### src/rtl/mem_access_if.sv
// Byte-wide memory port used by the load/store unit: one byte transfer per
// acknowledged request, little-endian sequencing is handled by the master.
interface mem_access_if;
  logic        mem_req_o;
  logic        mem_we_o;
  logic [31:0] mem_addr_o;
  logic [7:0]  mem_wdata_o;
  logic [7:0]  mem_rdata_i;
  logic        mem_ack_i;

  modport master (
    output mem_req_o,
    output mem_we_o,
    output mem_addr_o,
    output mem_wdata_o,
    input  mem_rdata_i,
    input  mem_ack_i
  );

  modport slave (
    input  mem_req_o,
    input  mem_we_o,
    input  mem_addr_o,
    input  mem_wdata_o,
    output mem_rdata_i,
    output mem_ack_i
  );
endinterface

### src/rtl/mem_access.sv
// MEM stage: serialises LB/LH/LW/LBU/LHU/SB/SH/SW onto an 8-bit memory port,
// stalling the pipeline until every byte is acknowledged; other ops pass through.
module mem_access (
  input  logic         clk,
  input  logic         rst,
  input  logic [7:0]   aluop_i,
  input  logic [31:0]  mem_addr_i,
  input  logic [31:0]  w_data_i,
  input  logic         w_enable_i,
  input  logic [4:0]   w_addr_i,
  output logic         w_enable_o,
  output logic [4:0]   w_addr_o,
  output logic [31:0]  w_data_o,
  output logic         stall_req_o,
  mem_access_if.master mem
);

  localparam logic [7:0] ME_NOP_OP = 8'h00;
  localparam logic [7:0] EX_LB     = 8'h20;
  localparam logic [7:0] EX_LH     = 8'h21;
  localparam logic [7:0] EX_LW     = 8'h23;
  localparam logic [7:0] EX_LBU    = 8'h24;
  localparam logic [7:0] EX_LHU    = 8'h25;
  localparam logic [7:0] EX_SB     = 8'h28;
  localparam logic [7:0] EX_SH     = 8'h29;
  localparam logic [7:0] EX_SW     = 8'h2B;

  typedef enum logic [1:0] {IDLE, ACCESS, DONE} state_e;

  state_e      state_q, state_d;
  logic [1:0]  byteCnt_q, byteCnt_d;
  logic [31:0] addr_q, addr_d;
  logic [31:0] wData_q, wData_d;
  logic [31:0] result_q, result_d;
  logic [7:0]  aluOp_q, aluOp_d;
  logic        wEnable_q, wEnable_d;
  logic [4:0]  wAddr_q, wAddr_d;

  function automatic logic isMemOp(input logic [7:0] op);
    case (op)
      EX_LB, EX_LH, EX_LW, EX_LBU, EX_LHU, EX_SB, EX_SH, EX_SW: return 1'b1;
      default: return 1'b0;
    endcase
  endfunction

  function automatic logic isStore(input logic [7:0] op);
    case (op)
      EX_SB, EX_SH, EX_SW: return 1'b1;
      default: return 1'b0;
    endcase
  endfunction

  // Index of the final byte of the access, i.e. byte count minus one.
  function automatic logic [1:0] lastByte(input logic [7:0] op);
    case (op)
      EX_LH, EX_LHU, EX_SH: return 2'd1;
      EX_LW, EX_SW:         return 2'd3;
      default:              return 2'd0;
    endcase
  endfunction

  function automatic logic [31:0] extendResult(input logic [7:0] op, input logic [31:0] raw);
    case (op)
      EX_LB:   return {{24{raw[7]}}, raw[7:0]};
      EX_LBU:  return {24'd0, raw[7:0]};
      EX_LH:   return {{16{raw[15]}}, raw[15:0]};
      EX_LHU:  return {16'd0, raw[15:0]};
      EX_LW:   return raw;
      default: return 32'd0;
    endcase
  endfunction

  always_ff @(posedge clk or negedge rst) begin
    if (!rst) begin
      state_q   <= IDLE;
      byteCnt_q <= 2'd0;
      addr_q    <= 32'd0;
      wData_q   <= 32'd0;
      result_q  <= 32'd0;
      aluOp_q   <= ME_NOP_OP;
      wEnable_q <= 1'b0;
      wAddr_q   <= 5'd0;
    end else begin
      state_q   <= state_d;
      byteCnt_q <= byteCnt_d;
      addr_q    <= addr_d;
      wData_q   <= wData_d;
      result_q  <= result_d;
      aluOp_q   <= aluOp_d;
      wEnable_q <= wEnable_d;
      wAddr_q   <= wAddr_d;
    end
  end

  always_comb begin
    state_d         = state_q;
    byteCnt_d       = byteCnt_q;
    addr_d          = addr_q;
    wData_d         = wData_q;
    result_d        = result_q;
    aluOp_d         = aluOp_q;
    wEnable_d       = wEnable_q;
    wAddr_d         = wAddr_q;
    w_enable_o      = 1'b0;
    w_addr_o        = 5'd0;
    w_data_o        = 32'd0;
    stall_req_o     = 1'b0;
    mem.mem_req_o   = 1'b0;
    mem.mem_we_o    = 1'b0;
    mem.mem_addr_o  = 32'd0;
    mem.mem_wdata_o = 8'd0;

    case (state_q)
      IDLE: begin
        if (isMemOp(aluop_i)) begin
          stall_req_o = 1'b1;
          addr_d      = mem_addr_i;
          wData_d     = w_data_i;
          aluOp_d     = aluop_i;
          wEnable_d   = w_enable_i;
          wAddr_d     = w_addr_i;
          result_d    = 32'd0;
          byteCnt_d   = 2'd0;
          state_d     = ACCESS;
        end else begin
          w_enable_o = w_enable_i && (w_addr_i != 5'd0);
          w_addr_o   = w_addr_i;
          w_data_o   = w_data_i;
        end
      end

      ACCESS: begin
        stall_req_o     = 1'b1;
        mem.mem_req_o   = 1'b1;
        mem.mem_we_o    = isStore(aluOp_q);
        mem.mem_addr_o  = addr_q + {30'd0, byteCnt_q};
        mem.mem_wdata_o = wData_q[{byteCnt_q, 3'b000} +: 8];
        // Without an ack everything holds, so the same byte is re-presented.
        if (mem.mem_ack_i) begin
          if (!isStore(aluOp_q)) begin
            result_d[{byteCnt_q, 3'b000} +: 8] = mem.mem_rdata_i;
          end
          if (byteCnt_q == lastByte(aluOp_q)) begin
            state_d = DONE;
          end else begin
            byteCnt_d = byteCnt_q + 2'd1;
          end
        end
      end

      DONE: begin
        w_addr_o   = wAddr_q;
        w_enable_o = wEnable_q && !isStore(aluOp_q) && (wAddr_q != 5'd0);
        w_data_o   = extendResult(aluOp_q, result_q);
        state_d    = IDLE;
      end

      default: begin
        state_d = IDLE;
      end
    endcase

    // Reset also silences the combinational pass-through path.
    if (!rst) begin
      w_enable_o      = 1'b0;
      w_addr_o        = 5'd0;
      w_data_o        = 32'd0;
      stall_req_o     = 1'b0;
      mem.mem_req_o   = 1'b0;
      mem.mem_we_o    = 1'b0;
      mem.mem_addr_o  = 32'd0;
      mem.mem_wdata_o = 8'd0;
    end
  end

endmodule

### src/flat_wrapper.sv
// flat-port wrapper written by rule: the top's interface ports become plain ports
module mem_access_flat 
  (clk, rst, aluop_i, mem_addr_i, w_data_i, w_enable_i, w_addr_i, w_enable_o, w_addr_o, w_data_o, stall_req_o, mem_mem_req_o, mem_mem_we_o, mem_mem_addr_o, mem_mem_wdata_o, mem_mem_rdata_i, mem_mem_ack_i);
  mem_access_if mem_i ();
  input  logic clk;
  input  logic rst;
  input  logic [7:0] aluop_i;
  input  logic [31:0] mem_addr_i;
  input  logic [31:0] w_data_i;
  input  logic w_enable_i;
  input  logic [4:0] w_addr_i;
  output logic w_enable_o;
  output logic [4:0] w_addr_o;
  output logic [31:0] w_data_o;
  output logic stall_req_o;
  output wire logic [$bits(mem_i.mem_req_o)-1:0] mem_mem_req_o;
  output wire logic [$bits(mem_i.mem_we_o)-1:0] mem_mem_we_o;
  output wire logic [$bits(mem_i.mem_addr_o)-1:0] mem_mem_addr_o;
  output wire logic [$bits(mem_i.mem_wdata_o)-1:0] mem_mem_wdata_o;
  input wire logic [$bits(mem_i.mem_rdata_i)-1:0] mem_mem_rdata_i;
  input wire logic [$bits(mem_i.mem_ack_i)-1:0] mem_mem_ack_i;
  assign mem_mem_req_o = mem_i.mem_req_o;
  assign mem_mem_we_o = mem_i.mem_we_o;
  assign mem_mem_addr_o = mem_i.mem_addr_o;
  assign mem_mem_wdata_o = mem_i.mem_wdata_o;
  assign mem_i.mem_rdata_i = mem_mem_rdata_i;
  assign mem_i.mem_ack_i = mem_mem_ack_i;
  mem_access u_core (.clk(clk), .rst(rst), .aluop_i(aluop_i), .mem_addr_i(mem_addr_i), .w_data_i(w_data_i), .w_enable_i(w_enable_i), .w_addr_i(w_addr_i), .w_enable_o(w_enable_o), .w_addr_o(w_addr_o), .w_data_o(w_data_o), .stall_req_o(stall_req_o), .mem(mem_i));
endmodule
### config.mk
export PLATFORM = sky130hd
export DESIGN_NAME = mem_access_flat
export DESIGN_NICKNAME = d
export VERILOG_FILES = /design/src/rtl/mem_access_if.sv /design/src/rtl/mem_access.sv /design/src/flat_wrapper.sv
export SDC_FILE = /design/constraint.sdc
export NUM_CORES = 1
export LEC_CHECK = 0
export ABC_AREA = 1
export BUFFER_PORTS_ARGS = -buffer_cell sky130_fd_sc_hd__buf_2
export CORE_MARGIN = 2
export CORE_UTILIZATION = 40
export CTS_BUF_LIST = sky130_fd_sc_hd__clkbuf_8
export DETAILED_ROUTE_END_ITERATION = 8
export GPL_TIMING_DRIVEN = 0
export PLACE_DENSITY = 0.69
export SYNTH_ARGS = -nofsm -noshare
export SYNTH_HDL_FRONTEND = slang
export SYNTH_SLANG_ARGS = --single-unit
### constraint.sdc
create_clock -name clk -period 2.2 [get_ports clk]
set_input_delay 0.22 -clock clk [delete_from_list [all_inputs] [get_ports clk]]
set_output_delay 0.22 -clock clk [all_outputs]
set_load 0.02 [all_outputs]
# Word level (Yosys, flattened, before mapping)
# Index checks and enable logic that the tools add are counted.
# word_totals
elab_cells	97
register_bits	114
in_bits	89
# classes
muxes	43
n_shift	3
add_sub_neg	3
reduce_logical	16
n_eq_ne	24
# op_table
op	count
$mux W32	7
$pmux W32 S5	1
$eq A8 B6 Y1 const B	16
$pmux W32 S2	2
$add A32 B2 Y32	1
$bwmux W32	1
$shift A8 B7 Y32 const A	1
$shiftx A32 B6 Y8	1
$shiftx A8 B7 Y32	1
$mux W2	8
$mux W8	2
$mux W1	14
$pmux W2 S2	3
$mux W5	2
$pmux W5 S2	1
$reduce_bool A5 Y1	2
$reduce_and A4 Y1	2
$reduce_or A8 Y1	1
$neg A5 Y7	1
$ne A2 B2 Y1 const B	3
$reduce_or A3 Y1	2
$ne A2 B1 Y1 const B	2
$pmux W1 S2	2
$logic_and A1 B1 Y1	3
10 further kinds	10

# Longest topological paths before layout
# logic_depth
depth_word	9
mapped_depth	12
mapped_depth_nobuf	11

# Worst setup path before layout
# Ideal clock, no wire load.
# synth_path
path_kind	register to register
from	reg u_core.byteCnt_q[0]
to	reg u_core.result_q[10]
t_required_ns	2.123
slack_ns	0.014
n_path_buf	2
path_stages_with_launch	9
arrival_time_ns	2.109
period_less_slack_ns	2.186
setup_ns	0.077
cell_sequence	dfrtp_1 buf_2 clkinv_1 clkbuf_1 ha_1 inv_1 nor3_1 nand4_1 o21ai_1
# synth_between
elab_chain_cells	6
elab_cells_between_ends	7
# synth_lines
item	line	rtl
start, declared	mem_access.sv:31	logic [1:0] byteCnt_q, byteCnt_d;
start signal, assigned	mem_access.sv:85	byteCnt_q <= byteCnt_d;
$neg A5 Y7 *	mem_access.sv:141	result_d[{byteCnt_q, 3'b000} +: 8] = mem.mem_rdata_i;
$shiftx A8 B7 Y32 / $shift A8 B7 Y32 (equally long branches)	mem_access.sv:141	
$bwmux W32 *	mem_access.sv:141	
$mux W32 *	mem_access.sv:140	if (!isStore(aluOp_q)) begin
$mux W32 *	mem_access.sv:139	if (mem.mem_ack_i) begin
$pmux W32 S2 *	mem_access.sv:113	case (state_q)
end signal, assigned	mem_access.sv:88	result_q <= result_d;
end, declared	mem_access.sv:34	logic [31:0] result_q, result_d;
# Every way passes the cells marked *; elsewhere a longest branch is shown, timed or not. The select of a mux whose other input is x is not followed.
# A chain may end at the register's enable or synchronous reset.

# Worst setup path in the final report
# layout_path
from	reg u_core.byteCnt_q[0]
to	out mem_mem_addr_o[16]
# layout_between
elab_chain_cells	3
# layout_lines
item	line	rtl
$add A32 B2 Y32	mem_access.sv:136	mem.mem_addr_o = addr_q + {30'd0, byteCnt_q};
$mux W32	mem_access.sv:113	
$mux W32	mem_access.sv:164	if (!rst) begin
end, declared	flat_wrapper.sv:18	output wire logic [$bits(mem_i.mem_addr_o)-1:0] mem_mem_addr_o;
# No other way between the ends.

==> results.py <==
metrics = {
    "die": {
        "core_area_um2": 17200,
        "start_util": 0.406,
        "die_h_um": 136,
        "die_x_um": 136,
        "row_count": 48,
        "dieArea_um2": 18500,
        "io_pins": 170,
    },
    "yosys": {
        "avgSynthCellArea_um2": 6.79,
        "synth_top_area_share": 0.409,
        "synth_area_um2": 6970,
        "synth_edf_count": 0,
        "synth_top_flop_cell": "dfrtp_1",
        "ys_ff_latch": 114,
        "yosysTopAreaCell": "dfrtp_1",
        "synth_nets": 1123,
        "synth_cells": 1027,
        "ys_seq_area_frac": 0.409,
        "synth-compound-area-share": 0.137,
        "synth.area.top_cells": "dfrtp_1 41%, nand2_1 17%, nand3_1 8.7%, a21oi_1 5.9%, o21ai_0 5.6%",
        "synthAdderAreaFrac": 0.0136,
        "synthArstFlopShare": 1.00,
        "synth_top_family_by_area": "simple AND/OR/NAND/NOR gates",
        "synth_cell_type_count": 30,
        "yosysMostFrequentCell": "nand2_1",
        "synthXorXnorAreaFrac": 0,
        "yosys_warnings": 0,
        "ys_top_cells_by_count": "324 x nand2_1, 121 x nand3_1, 114 x dfrtp_1, 82 x a21oi_1, 78 x o21ai_0",
        "muxShareOfSynthArea": 0,
        "synth-simple-area-share": 0.365,
    },
    "hold_path": {
        "hold_class": "in -> reg",
        "hold_start": "mem_addr_i[28]",
        "hold_end": "u_core.addr_q[28]$_DFFE_PN0P_",
        "worst_hold_path.num_cells": 3,
    },
    "clock_network": {
        "cts.clk_slew.worst_paths_ns": 0.06,
        "clockBufferDepth": 2,
        "htreeDepth": 4,
        "numCtsBuffers": 17,
        "root_buffer": "clkbuf_8",
        "clock_latency_ns": 0.45,
        "cts_tree": "built",
        "clock-sinks": 114,
    },
    "timing": {
        "clock-skew-final_ns": 0.0131,
        "slew-limit-headroom": 0.365,
        "layout_min_cycle_time_ns": 2.54,
        "drv_slew": 0,
        "rsz0062_at_grt": "yes",
        "fin_crit_sh": 1.16,
        "timing.final.ws_setup_ns": -0.342,
        "finalHoldViolCount": 0,
        "setup_viol": 58,
        "clock.fmax_mhz": 393,
        "finalSetupTns_ns": -7.99,
        "worst_pin_slew_ns": 0.952,
    },
    "place": {
        "portBuffers": 169,
        "dp.final_hpwl_mm": 18.4,
        "routabilityCongestion": 0.941,
        "placedInstanceArea_um2": 8130,
    },
    "status": {
        "violations": "negative setup slack",
        "outcome": "finished with violations",
    },
    "worst_setup_path": {
        "r2r-start": "u_core.aluOp_q[6]$_DFFE_PN0P_",
        "regToRegSetupSlack_ns": 0.11,
        "crit_type": "reg -> out",
        "cp-start-kind": "flip-flop",
        "critical_path.slowest_cell": "dfrtp_1",
        "arrival_ns": 2.32,
        "cp_slowest_stage_delay_ns": 0.41,
        "end_kind": "output port",
        "cp_data_required_time_ns": 1.98,
        "path_common_cell": "buf_4",
        "r2r_cells": 11,
        "cpLargestDelayFamily": "adder cells",
        "crit_fanout": 4,
        "path_cells": "ha_2 > fa_2 > nand3_4 > nor2_4 > nand2_4 > buf_4 > inv_2 > nand4_1 > o21ai_1 > a21oi_1 > buf_4",
        "rr_endpoint": "u_core.result_q[13]$_DFFE_PN0P_",
        "worstPathBufferInverterCount": 3,
    },
    "final_layout": {
        "diodes": 0,
        "finalInstanceArea_um2": 10800,
        "utilization": 0.628,
        "syn2layout_area_growth_pct": 54.7,
        "layout-drive-gt1-share": 0.358,
        "layout.nets": 1403,
    },
    "route": {
        "antenna_left": 0,
        "drc_errors": 0,
        "wl_mm": 27.8,
        "via_per_inst": 5.57,
        "drt_iter0_markers": 860,
        "wire_per_inst_um": 18.0,
        "via_count": 8593,
        "first_pass_iters": 5,
    },
    "global_route": {
        "gr-total-overflow": 0,
        "grt_pass1_vias": 7789,
        "grt_pass1_wl_mm": 40.0,
        "grt_max_degree": 85,
        "grt_usage": 0.281,
        "antenna_found_initial": 0,
    },
    "pwr": {
        "clkPwrFrac": 0.170,
        "pwr_density_cell_nw_per_um2": 1080,
        "ir_worst_vdd_mv": 0.578,
        "combPwrFrac": 0.528,
        "p_sw_frac": 0.471,
        "p_leak_nw": 5.01,
        "seq_power_share": 0.302,
        "p_int_w": 0.00614,
        "switching_power_w": 0.00547,
    },
    "job": {
        "cap_violations": 0,
    },
}
## logic make-up after synthesis
family,count (synthesis)
simple gates,586
compound gates,188
buf+inv,132
flops,114
fa+ha+maj,7
## state kept, by name (all words and copies together) (netlist names)
| name | count |
|---|---|
| u_core.byteCnt_q | 2 |
| u_core.wData_q | 32 |
| u_core.state_q | 2 |
| u_core.wEnable_q | 1 |
| u_core.aluOp_q | 8 |
| u_core.wAddr_q | 5 |
| u_core.result_q | 32 |
| u_core.addr_q | 32 |
## through the flow
stage / total power (W) / setup WS [ns] / hold slack [ns] / std cells
6_report: 0.0116 / -0.342 / 0.00611 / 1544
5_1_grt: 0.0122 / -0.448 / 0.00638 / 1544
4_1_cts: 0.0105 / -0.300 / 0.000942 / 1517
3_5_place_dp: 0.00769 / -0.712 / 0.132 / 1422
3_3_place_gp: 0.00763 / -2.39 / 0.417 / 1421
2_1_floorplan: 0.00626 / 0.0140 / -0.0756 / 1027
## metal layers
layer | global-route usage | wire length, um
met2 | 0.463 | 13100
met3 | 0.0585 | 2590
met1 | 0.365 | 10800
met5 | 0 | 0
met4 | 0.109 | 1300
## cells in the final DEF, fill, tap and decap left out, types with 5 or more instances in the layout
master         Yosys  routed
a21oi_1           82      26
a21oi_2            0      48
a21oi_4            0       8
buf_2             14     101
buf_4              1      75
buf_6              1      56
buf_8              0       5
clkbuf_1          34      19
clkbuf_2           0       6
clkbuf_8           0      24
dfrtp_1          114     111
dlygate4sd3_1      0      43
inv_1             68      65
inv_2              5       9
nand2_1          324     279
nand2_2            0      31
nand2_4            0      14
nand3_1          121     109
nand3_2            0       7
nand3_4            0       5
nand4_1           34      34
nor2_1            69      48
nor2_2             2       9
nor2_4             3      17
nor3_1            24      13
nor3_2             2       5
nor3_4             0       8
o21ai_0           78      56
o21ai_1           24      33
o21ai_2            0      13
## worst min-delay path: stages
cell     delay, ns
buf_2         0.07
nand2_1       0.05
o21ai_0       0.06
## layout make-up
cell class | instances | area [um2]
fillers | 1436 | 6400
multi-input cells | 781 | 4450
flip-flops and latches | 114 | 2860
repair buffers | 265 | 2140
plain buffers | 51 | 358
clock buffers | 24 | 330
inverters | 77 | 303
well taps | 225 | 282
clock inverters | 7 | 56.3
## how the worst max path moves through the flow
stage	from	cells past startpoint	endpoint
2_1_floorplan	u_core.byteCnt_q[0]$_DFFE_PN0P_	8	u_core.result_q[10]$_DFFE_PN0P_
3_3_place_gp	rst	7	mem_mem_wdata_o[7]
6_report	u_core.byteCnt_q[0]$_DFFE_PN0P_	11	mem_mem_addr_o[16]
5_1_grt	u_core.byteCnt_q[0]$_DFFE_PN0P_	11	mem_mem_addr_o[20]
3_5_place_dp	u_core.byteCnt_q[0]$_DFFE_PN0P_	8	u_core.result_q[9]$_DFFE_PN0P_
4_1_cts	u_core.byteCnt_q[0]$_DFFE_PN0P_	11	mem_mem_addr_o[24]
## timing repair
| item | in CTS | in global routing |
|---|---|---|
| hold buffers | 43 | 1 |
| setup endpoints to repair | 112 | 108 |
| hold endpoints to repair | 71 | 1 |
| buffers inserted | 21 | 29 |
| gates cloned | 2 | 2 |
| pin swaps | 44 | 45 |
| gates resized for setup | 260 | 180 |
## power groups by stage
stage                     sequential [W]  clock [W]  combinational (W)
after floorplan                  0.00327          0            0.00299
after global placement           0.00343          0            0.00420
after detailed placement         0.00343          0            0.00427
after CTS                        0.00342    0.00197            0.00514
after global routing             0.00358    0.00207            0.00659
final                            0.00350    0.00197            0.00613
(Power assumes the default switching activity.)
